==> config.mk <==
export PLATFORM = sky130hd
export DESIGN_NAME = ref_trim_seq
export DESIGN_NICKNAME = d
export VERILOG_FILES = /design/src/rtl/ref_trim_pkg.sv /design/src/rtl/ref_sync2.sv /design/src/rtl/ref_trim_seq.sv
export SDC_FILE = /design/constraint.sdc
export NUM_CORES = 1
export LEC_CHECK = 0
export ABC_AREA = 1
export BUFFER_PORTS_ARGS = -buffer_cell sky130_fd_sc_hd__buf_2
export CAP_MARGIN = 20
export CORE_UTILIZATION = 55
export CTS_CLUSTER_SIZE = 30
export DETAILED_ROUTE_END_ITERATION = 7
export PLACE_DENSITY = 0.85
export SLEW_MARGIN = 10
export SYNTH_ARGS = -nofsm -noshare
export SYNTH_HDL_FRONTEND = slang
export SYNTH_HIERARCHICAL = 1
export SYNTH_SLANG_ARGS = --single-unit
==> constraint.sdc <==
create_clock -name clk -period 4 [get_ports clk]
set_clock_uncertainty 0.2 [all_clocks]
set_input_delay 0.8 -clock clk [delete_from_list [all_inputs] [get_ports clk]]
set_output_delay 0.8 -clock clk [all_outputs]
set_load 0.02 [all_outputs]
==> src/rtl/ref_trim_pkg.sv <==
// Shared types and helpers for the reference trim sequencer: state encoding,
// counter sizing and the per-channel trim slice.
`ifndef REF_TRIM_PKG_SV
`define REF_TRIM_PKG_SV

// Bit range of channel k in a bus of tw-bit trim words.
`define REF_TRIM_CH(k, tw) ((k) * (tw)) +: (tw)

package ref_trim_pkg;

  typedef enum logic [2:0] {
    ST_IDLE   = 3'd0,
    ST_LOAD   = 3'd1,
    ST_ENABLE = 3'd2,
    ST_CHECK  = 3'd3,
    ST_READY  = 3'd4,
    ST_OFF    = 3'd5,
    ST_FAULT  = 3'd6
  } state_t;

  // Bits needed to hold 0..maxval, never less than one bit.
  function automatic int width_for(input int maxval);
    return (maxval < 1) ? 1 : $clog2(maxval + 1);
  endfunction

  function automatic int cnt_width(input int settle, input int timeout);
    return width_for((settle > timeout) ? settle : timeout);
  endfunction

endpackage

`endif

==> src/rtl/ref_sync2.sv <==
// Two-flop synchroniser for a slow asynchronous level, reset to 0.
module ref_sync2 (
  input  logic clk,
  input  logic rst,
  input  logic d,
  output logic q
);

  logic meta;

  always_ff @(posedge clk or posedge rst) begin
    if (rst) begin
      meta <= 1'b0;
      q    <= 1'b0;
    end else begin
      meta <= d;
      q    <= meta;
    end
  end

endmodule

==> src/rtl/ref_trim_seq.sv <==
// Power-up sequencer and OTP trim loader for NCH analog reference cells.
// Optional test trim override: define REF_TRIM_SEQ_TESTOVR_EN.
module ref_trim_seq
  import ref_trim_pkg::*;
#(
  parameter int NCH         = 4,
  parameter int TW          = 7,
  parameter int SETTLE_CYC  = 1024,
  parameter int TIMEOUT_CYC = 4096,
  parameter int RETRY_MAX   = 3
) (
  input  logic              clk,
  input  logic              rst,
  input  logic              start,
  input  logic [NCH*TW-1:0] trim_in,
  input  logic              trim_vld,
  input  logic [NCH-1:0]    ten,
  input  logic              refok,
`ifdef REF_TRIM_SEQ_TESTOVR_EN
  input  logic              tm_ovr,
  input  logic [NCH*TW-1:0] tm_trim,
`endif
  output logic              en,
  output logic [NCH*TW-1:0] trim_out,
  output logic [NCH-1:0]    ten_out,
  output logic              ready,
  output logic              fault,
  output logic [2:0]        state_o
);

  localparam int CW = cnt_width(SETTLE_CYC, TIMEOUT_CYC);
  localparam int RW = width_for(RETRY_MAX);
  localparam int LW = width_for(NCH);

  state_t            state, next;
  logic [CW-1:0]     cnt;
  logic [RW-1:0]     retry;
  logic [LW-1:0]     ld_idx;
  logic              loading;
  logic [NCH*TW-1:0] shadow;
  logic              refok_s;
`ifdef REF_TRIM_SEQ_TESTOVR_EN
  logic              ovr_act;
`endif

  ref_sync2 u_refok_sync (
    .clk (clk),
    .rst (rst),
    .d   (refok),
    .q   (refok_s)
  );

  assign state_o = state;

  always_comb begin
    next = state;
    unique case (state)
      ST_IDLE:   if (start) next = ST_LOAD;
      ST_LOAD:   if (loading && ld_idx == LW'(NCH)) next = ST_ENABLE;
      ST_ENABLE: if (cnt == CW'(SETTLE_CYC - 1)) next = ST_CHECK;
      ST_CHECK: begin
        if (refok_s) begin
          next = ST_READY;
        end else if (cnt == CW'(TIMEOUT_CYC - 1)) begin
          next = (retry < RW'(RETRY_MAX)) ? ST_OFF : ST_FAULT;
        end
      end
      ST_OFF:    if (cnt == CW'(SETTLE_CYC - 1)) next = ST_ENABLE;
      ST_READY:  if (!refok_s) next = ST_CHECK;
      ST_FAULT:  next = ST_FAULT;
      default:   next = ST_IDLE;
    endcase
    // Dropping the request overrides every transition.
    if (!start) next = ST_IDLE;
  end

  // Outputs are registered from the next state so the analog side never
  // sees decode glitches.
  always_ff @(posedge clk or posedge rst) begin
    if (rst) begin
      state   <= ST_IDLE;
      cnt     <= '0;
      retry   <= '0;
      en      <= 1'b0;
      ready   <= 1'b0;
      fault   <= 1'b0;
      ten_out <= '0;
    end else begin
      state <= next;
      if (next != state) begin
        cnt <= '0;
      end else if (state == ST_ENABLE || state == ST_CHECK || state == ST_OFF) begin
        cnt <= cnt + CW'(1);
      end
      if (next == ST_IDLE) begin
        retry <= '0;
      end else if (state == ST_CHECK && next == ST_OFF) begin
        retry <= retry + RW'(1);
      end
      en      <= (next == ST_ENABLE) || (next == ST_CHECK) || (next == ST_READY);
      ready   <= (next == ST_READY);
      fault   <= (next == ST_FAULT);
      ten_out <= (next == ST_READY) ? ten : '0;
    end
  end

  // Channel 0 goes out on the capture edge itself; later channels come from
  // the shadow copy, one per cycle, so lower channels stay put meanwhile.
  always_ff @(posedge clk or posedge rst) begin
    if (rst) begin
      shadow   <= '0;
      trim_out <= '0;
      loading  <= 1'b0;
      ld_idx   <= '0;
`ifdef REF_TRIM_SEQ_TESTOVR_EN
      ovr_act  <= 1'b0;
`endif
    end else begin
      if (state == ST_LOAD && start) begin
        if (!loading) begin
          if (trim_vld) begin
            shadow                       <= trim_in;
            trim_out[`REF_TRIM_CH(0, TW)] <= trim_in[`REF_TRIM_CH(0, TW)];
            loading                      <= 1'b1;
            ld_idx                       <= LW'(1);
          end
        end else if (ld_idx != LW'(NCH)) begin
          for (int k = 0; k < NCH; k++) begin
            if (ld_idx == LW'(k)) trim_out[`REF_TRIM_CH(k, TW)] <= shadow[`REF_TRIM_CH(k, TW)];
          end
          ld_idx <= ld_idx + LW'(1);
        end
      end else begin
        loading <= 1'b0;
        ld_idx  <= '0;
      end
`ifdef REF_TRIM_SEQ_TESTOVR_EN
      if (state == ST_READY && tm_ovr) begin
        trim_out <= tm_trim;
        ovr_act  <= 1'b1;
      end else if (ovr_act) begin
        trim_out <= shadow;
        ovr_act  <= 1'b0;
      end
`endif
    end
  end

endmodule

* Word-level counts from Yosys, hierarchy flattened
Index checks and enable logic that the tools add are counted.
Storage, ports and cells: register bits 87, input port bits 37, output and inout bits 38, word-level logic and storage cells 88
Cells by class: add/sub/neg operators 3, order comparisons 1, equality and inequality tests 23, multiplexer cells 25, bitwise operators 1, reduce and logical (&&, ||, !) cells 19
Operators by type and width (count):
- two-way mux 3 bit | 11
- two-way mux 7 bit | 4
- two-way mux 13 bit | 2
- == test 3 bit, second input constant | 7
- one-hot mux 3 bit (7 select lines) | 1
- == test 3 x 2 -> 1 bit, second input constant | 6
- AND reduction 4 bit | 4
- adder 13 x 1 -> 13 bit, second input constant | 1
- == test 13 x 10 -> 1 bit, second input constant | 1
- == test 13 x 12 -> 1 bit, second input constant | 1
- zero test 3 bit | 3
- == test 3 x 1 -> 1 bit, second input constant | 2
- two-way mux 2 bit | 3
- != test 3 bit, second input constant | 2
- nonzero test 2 bit | 3
- logical OR 1 bit | 4
- two-way mux 4 bit | 1
- != test 2 x 1 -> 1 bit, second input constant | 2
- adder 3 x 1 -> 3 bit, second input constant | 1
- logical AND 1 bit | 3
- two-way mux 1 bit | 3
- != test 3 x 2 -> 1 bit, second input constant | 1
- != test 3 bit | 1
- AND reduction 3 bit | 1
- other kinds (4) | 4

* Longest topological paths before layout
depth after elaboration 10, depth in mapped cells 15, depth with buffers taken out 14

* By module
Netlist, hierarchy kept.
Modules (own cells, without submodules):
- ref_trim_seq | times used 1, cells each 437, area each 3981.3 um^2, sequential area each 2127.0 um^2
- ref_sync2 | times used 1, cells each 3, area each 53.8 um^2, sequential area each 50.0 um^2

* Least setup slack after synthesis
Ideal clock, no wire load.
path kind input-to-reg, start in start, end reg trim_out[0], setup time 0.119 ns, arrival time 1.797 ns, data required time 3.681 ns, slack 1.884 ns, cell stages on the path 9, buffers on the path 2, path through buf_4 inv_1 nor2_4 inv_2 a21oi_2 a21boi_4 buf_6 nand2_1 o21a_1
Between the ends: longest elaborated chain between the ends 2
RTL lines:
- start, declared | RTL line ref_trim_seq.sv:14 | input logic start,
- logical AND 1 bit | RTL line ref_trim_seq.sv:119 | if (state == ST_LOAD && start) begin
- AND reduction 4 bit (no source line)
- end signal, assigned by index | RTL line ref_trim_seq.sv:123 | trim_out[`REF_TRIM_CH(0, TW)] <= trim_in[`REF_TRIM_CH(0, TW)];
- end signal, assigned by index | RTL line ref_trim_seq.sv:129 | if (ld_idx == LW'(k)) trim_out[`REF_TRIM_CH(k, TW)] <= shadow[`REF_TRIM_CH(k, TW)];
- end, declared | RTL line ref_trim_seq.sv:24 | output logic [NCH*TW-1:0] trim_out,
Every way passes these cells. A chain may end at the register's enable or synchronous reset.

* Final worst setup path
start reg loading, end reg cnt[10]
Between the ends: longest elaborated chain between the ends 6, elaborated cells between the ends (all ways) 7, those cells by class eq/ne: 1; mux: 4; reduce/logical: 2
RTL lines:
- start, declared | RTL line ref_trim_seq.sv:39 | logic loading;
- start signal, assigned | RTL line ref_trim_seq.sv:113 | loading <= 1'b0;
- start signal, assigned | RTL line ref_trim_seq.sv:124 | loading <= 1'b1;
- start signal, assigned | RTL line ref_trim_seq.sv:134 | loading <= 1'b0;
- logical AND 1 bit (*) | RTL line ref_trim_seq.sv:59 | ST_LOAD: if (loading && ld_idx == LW'(NCH)) next = ST_ENABLE;
- two-way mux 3 bit (*) | RTL line ref_trim_seq.sv:59
- one-hot mux 3 bit (7 select lines) (*) | RTL line ref_trim_seq.sv:57 | unique case (state)
- two-way mux 3 bit (*) | RTL line ref_trim_seq.sv:74 | if (!start) next = ST_IDLE;
- != test 3 bit (*) | RTL line ref_trim_seq.sv:90 | if (next != state) begin
- two-way mux 13 bit / nonzero test 2 bit (equally long branches)
- end signal, assigned | RTL line ref_trim_seq.sv:93 | cnt <= cnt + CW'(1);
- end, declared | RTL line ref_trim_seq.sv:36 | logic [CW-1:0] cnt;
Every way passes the cells marked *; elsewhere a longest branch is shown, timed or not.

==> impl_results.rst <==
.. list-table::
   :header-rows: 1

   * - Metric
     - Value
   * - Combined buffer and inverter count along the critical path
     - 1
   * - CP max stage cell
     - sky130_fd_sc_hd__inv_1
   * - Number of buffers added to fix hold violations after cts
     - 0
   * - Number of distinct library cell variants in the gate-level netlist after synthesis
     - 36
   * - Total number of H-tree levels
     - 3
   * - Count of flip-flops with a built-in enable after synthesis
     - 0
   * - Flop2flop setup slack
     - roughly 1700 ps
   * - GRT Resource Usage Total
     - 22.63%
   * - Area after DPL
     - 0.004454 mm^2
   * - Worst-path fanout max
     - 21
   * - DR vias/cell
     - 4.977
   * - Count of routing violations after the opening detailed-route iteration
     - between 100 and 150
   * - Max frequency
     - around 430 MHz
   * - Nets in the synthesized netlist
     - between 400 and 500
   * - Max Cap Viol
     - 0
   * - First-pass GRT wire length
     - 13,180 um
   * - Global routing usage on met1
     - between 20% and 30%
   * - Drc violations
     - 0
   * - Tightest hold margin
     - 113.5 ps
   * - Buffers inserted during post-CTS setup optimization
     - 0
   * - Starting Density
     - between 50% and 60%
   * - Input/output buffers
     - 74
   * - Detailed Routing Iterations Pass 1
     - 4
   * - Critical Path, Cell by Cell
     - inv_1 -> nor2_1 -> o21ai_1 -> nor2_1 -> nand3_2 -> nand2_1 -> nand2_1 -> nand3_4 -> nor3_1
   * - Placeable core region
     - 0.006944 mm^2
   * - Yosys warnings
     - 6
   * - Sequential cell area fraction in the yosys report
     - between 50% and 60%
   * - CTS buffer count
     - 9
   * - Final critical delay including setup and external delays
     - roughly 2300 ps
   * - Critical Path Start Type
     - flip-flop
   * - Worst-case vdd ir drop
     - ~250 uV
   * - Number of antenna violations at the first check in global routing
     - 0
   * - Commonest non-fill, non-tap cell in the layout
     - sky130_fd_sc_hd__dfrtp_1
   * - CP Capture Type
     - flip-flop
   * - Vias
     - approximately 3,000
   * - Required time reported for the critical path endpoint
     - 4060 ps
   * - Synthesized area
     - roughly 0.004 mm^2
   * - Synthesized flop and latch total
     - between 80 and 90
   * - Transition time at the pin with the least slew margin
     - just over 900 ps
   * - Crit path arrival time
     - roughly 2400 ps
   * - Layout overhead on the synthesized area
     - 15.19%
   * - Global route overflow
     - 0
   * - Synth Instances
     - 440
   * - Type of the tightest min-delay check
     - primary input to async pin
   * - Fraction of synthesis flops using an asynchronous set or reset pin
     - between 90% and 100%
   * - Clk buf depth
     - 2
   * - WL per Instance
     - 12.85 um
   * - Max-slew headroom at the worst pin
     - between 30% and 40%
   * - Std-Cell Rows
     - 30
   * - Power per cell area
     - 401.7 mW/mm^2
   * - Highest-utilization routing layer at the global route stage
     - met2
   * - Most used cells in the layout excluding fill and tap cells
     - sky130_fd_sc_hd__dfrtp_1, sky130_fd_sc_hd__nand2_1, sky130_fd_sc_hd__buf_2, sky130_fd_sc_hd__inv_1, sky130_fd_sc_hd__nor2_1
   * - Routed Antenna Nets
     - 0
   * - Post-route setup TNS
     - 0 ps
   * - Area share of the leading cell type in the synthesized netlist
     - between 50 and 60%
   * - Weighted congestion reported at the end of routability-driven placement
     - between 0.8 and 0.9
   * - Largest area contributor in the netlist
     - sky130_fd_sc_hd__dfrtp_1
   * - Chip height
     - between 80 and 90 um
   * - Post-detailed-placement half-perimeter wirelength
     - around 5500 um
   * - Portion of the clock cycle consumed by the worst path in the final layout
     - between 50% and 60%
   * - Met3 track utilization from global routing
     - around 5.5%
   * - Total length of routed wires
     - between 7000 and 8000 um
   * - Sequential standard cell area
     - between 0.002 and 0.0025 mm^2
   * - Worst setup timing slack at the placement stage
     - roughly 1600 ps
   * - Io pins
     - 75
   * - Cell types occupying the most area after synthesis
     - sky130_fd_sc_hd__dfrtp_1, sky130_fd_sc_hd__nand2_1, sky130_fd_sc_hd__inv_1, sky130_fd_sc_hd__nor2_1, sky130_fd_sc_hd__nor3_2
   * - Insertion delay of the later-clocked pin in the worst-skew pair
     - approximately 350 ps
   * - Count of fill cells added during filler insertion
     - 547
   * - Top_reg_cell synth
     - sky130_fd_sc_hd__dfrtp_1
   * - Maximum number of pins on one net before global-route repair
     - between 50 and 60
   * - Total Die Area
     - 0.007683 mm^2
   * - Met2 global-route usage
     - 36.72%
   * - Number of global-route vias before repair
     - 2,990
   * - Slowest Stage Delay on Critical Path
     - about 490 ps
   * - Setup slack after layout
     - between 1500 and 2000 ps
   * - Die X-Extent
     - about 90 um
   * - Clock tree root buffer cell
     - sky130_fd_sc_hd__clkbuf_8
   * - Synthesized area per cell
     - roughly 9.2 um^2
   * - Number of antenna diodes
     - 0
   * - Number of setup violations in the final report
     - 0
   * - Net count reported at finish
     - around 560
   * - Unrepaired setup endpoints after global routing
     - false
   * - CTS sink count
     - 87
   * - Cell family contributing the most delay on the critical path
     - simple AND/OR/NAND/NOR gates
   * - Multi-input gate area
     - 0.001510 mm^2
   * - Share of cells above drive strength 1
     - a little over a quarter
   * - Standby leakage power
     - 2.411 nW
   * - CTS tree
     - done
   * - Clock slew seen by the registers of the worst setup and hold paths
     - about 80 ps
   * - Critical Setup Path Class
     - flip-flop to flip-flop
   * - Resized cells post-CTS
     - 0
   * - Final Cell Area
     - between 0.004 and 0.005 mm^2
   * - Result of the run
     - finished clean
   * - Final Slew Violations
     - 0
   * - Final hold violation count
     - 0
==> metrics by stage <==
step | power [mW] | instances | utilization, %
after detailed placement | 1.278 | 598 | 64.14
final | 1.867 | 613 | 66.94
after CTS | 1.885 | 613 | 66.94
after global routing | 1.954 | 613 | 66.94
after global placement | 1.262 | 598 | 64.14
after floorplan | 1.196 | 440 | -
==> area by class of cell <==
type	count	area share [%]
Clock buffer	9	2.665
Timing Repair Buffer	77	8.452
Inverter	67	5.464
Tap cell	96	2.584
Sequential cell	87	46.84
Clock inverter	6	1.507
Multi-Input combinational cell	271	32.49
==> cell families (layout without fill, tap and decap cells) <==
kind of cell	Yosys count	in the layout	synth area share, %
buffers and inverters	82	159	8.744
adders and majority gates	7	7	2.170
DFF	87	87	53.95
and+or+nand+nor	176	176	21.89
AOI/OAI and AO/OA	81	81	11.72
xor gates and xnor gates	7	7	1.519
==> synth_stat cells (all sizes together) (2+ instances only) <==
library cell,count
nand2,91
dfrtp,87
inv,66
nor2,45
o21ai,44
a21oi,22
nand3,21
nor3,19
buf,12
ha,7
o21a,7
xor2,6
clkbuf,3
o22ai,2
o31ai,2
==> report_power, final <==
| part | leakage (nW) | internal, mW | total (mW) | switching (mW) |
|---|---|---|---|---|
| sequential | 1.11 | 0.969 | 1.01 | 0.0386 |
| combinational | 1.21 | 0.0883 | 0.252 | 0.164 |
| clock | 0.0932 | 0.289 | 0.607 | 0.317 |
| total | 2.41 | 1.35 | 1.87 | 0.520 |
==> path summary, 6_finish.rpt <==
kind / to / depth (start not counted) / start
min in group clk: u_refok_sync/q / 0 / u_refok_sync/meta
max in group asynchronous: cnt[0] / 3 / rst
min: u_refok_sync/meta / 2 / rst
min reg2reg: u_refok_sync/q / 0 / u_refok_sync/meta
max reg2reg: cnt[10] / 9 / loading
max: cnt[10] / 9 / loading
==> metal layers <==
metal  vias up  share of wire (%)
li1       1537                  -
met1      1410                 44
met2        85                 49
met3        19                5.2
met4         0                2.4
met5         -                  0
==> sequential cells by signal (all words and copies together), names as in the netlist <==
register and count:
cnt 13, shadow 28, ten_out 4, u_refok_sync/meta 1, u_refok_sync/q 1, en 1
state_o 3, retry 2, fault 1, loading 1, trim_out 28, ready 1
ld_idx 3
==> worst reg2reg max path: cells and delay by family, from the launching register on <==
family / cells / cell delay, ps
and+or+nand+nor: 7 / 950
buffers and inverters: 1 / 490
DFF: 1 / 410
AOI/OAI and AO/OA: 1 / 190
No activity file was read; power rests on OpenSTA's default activity.
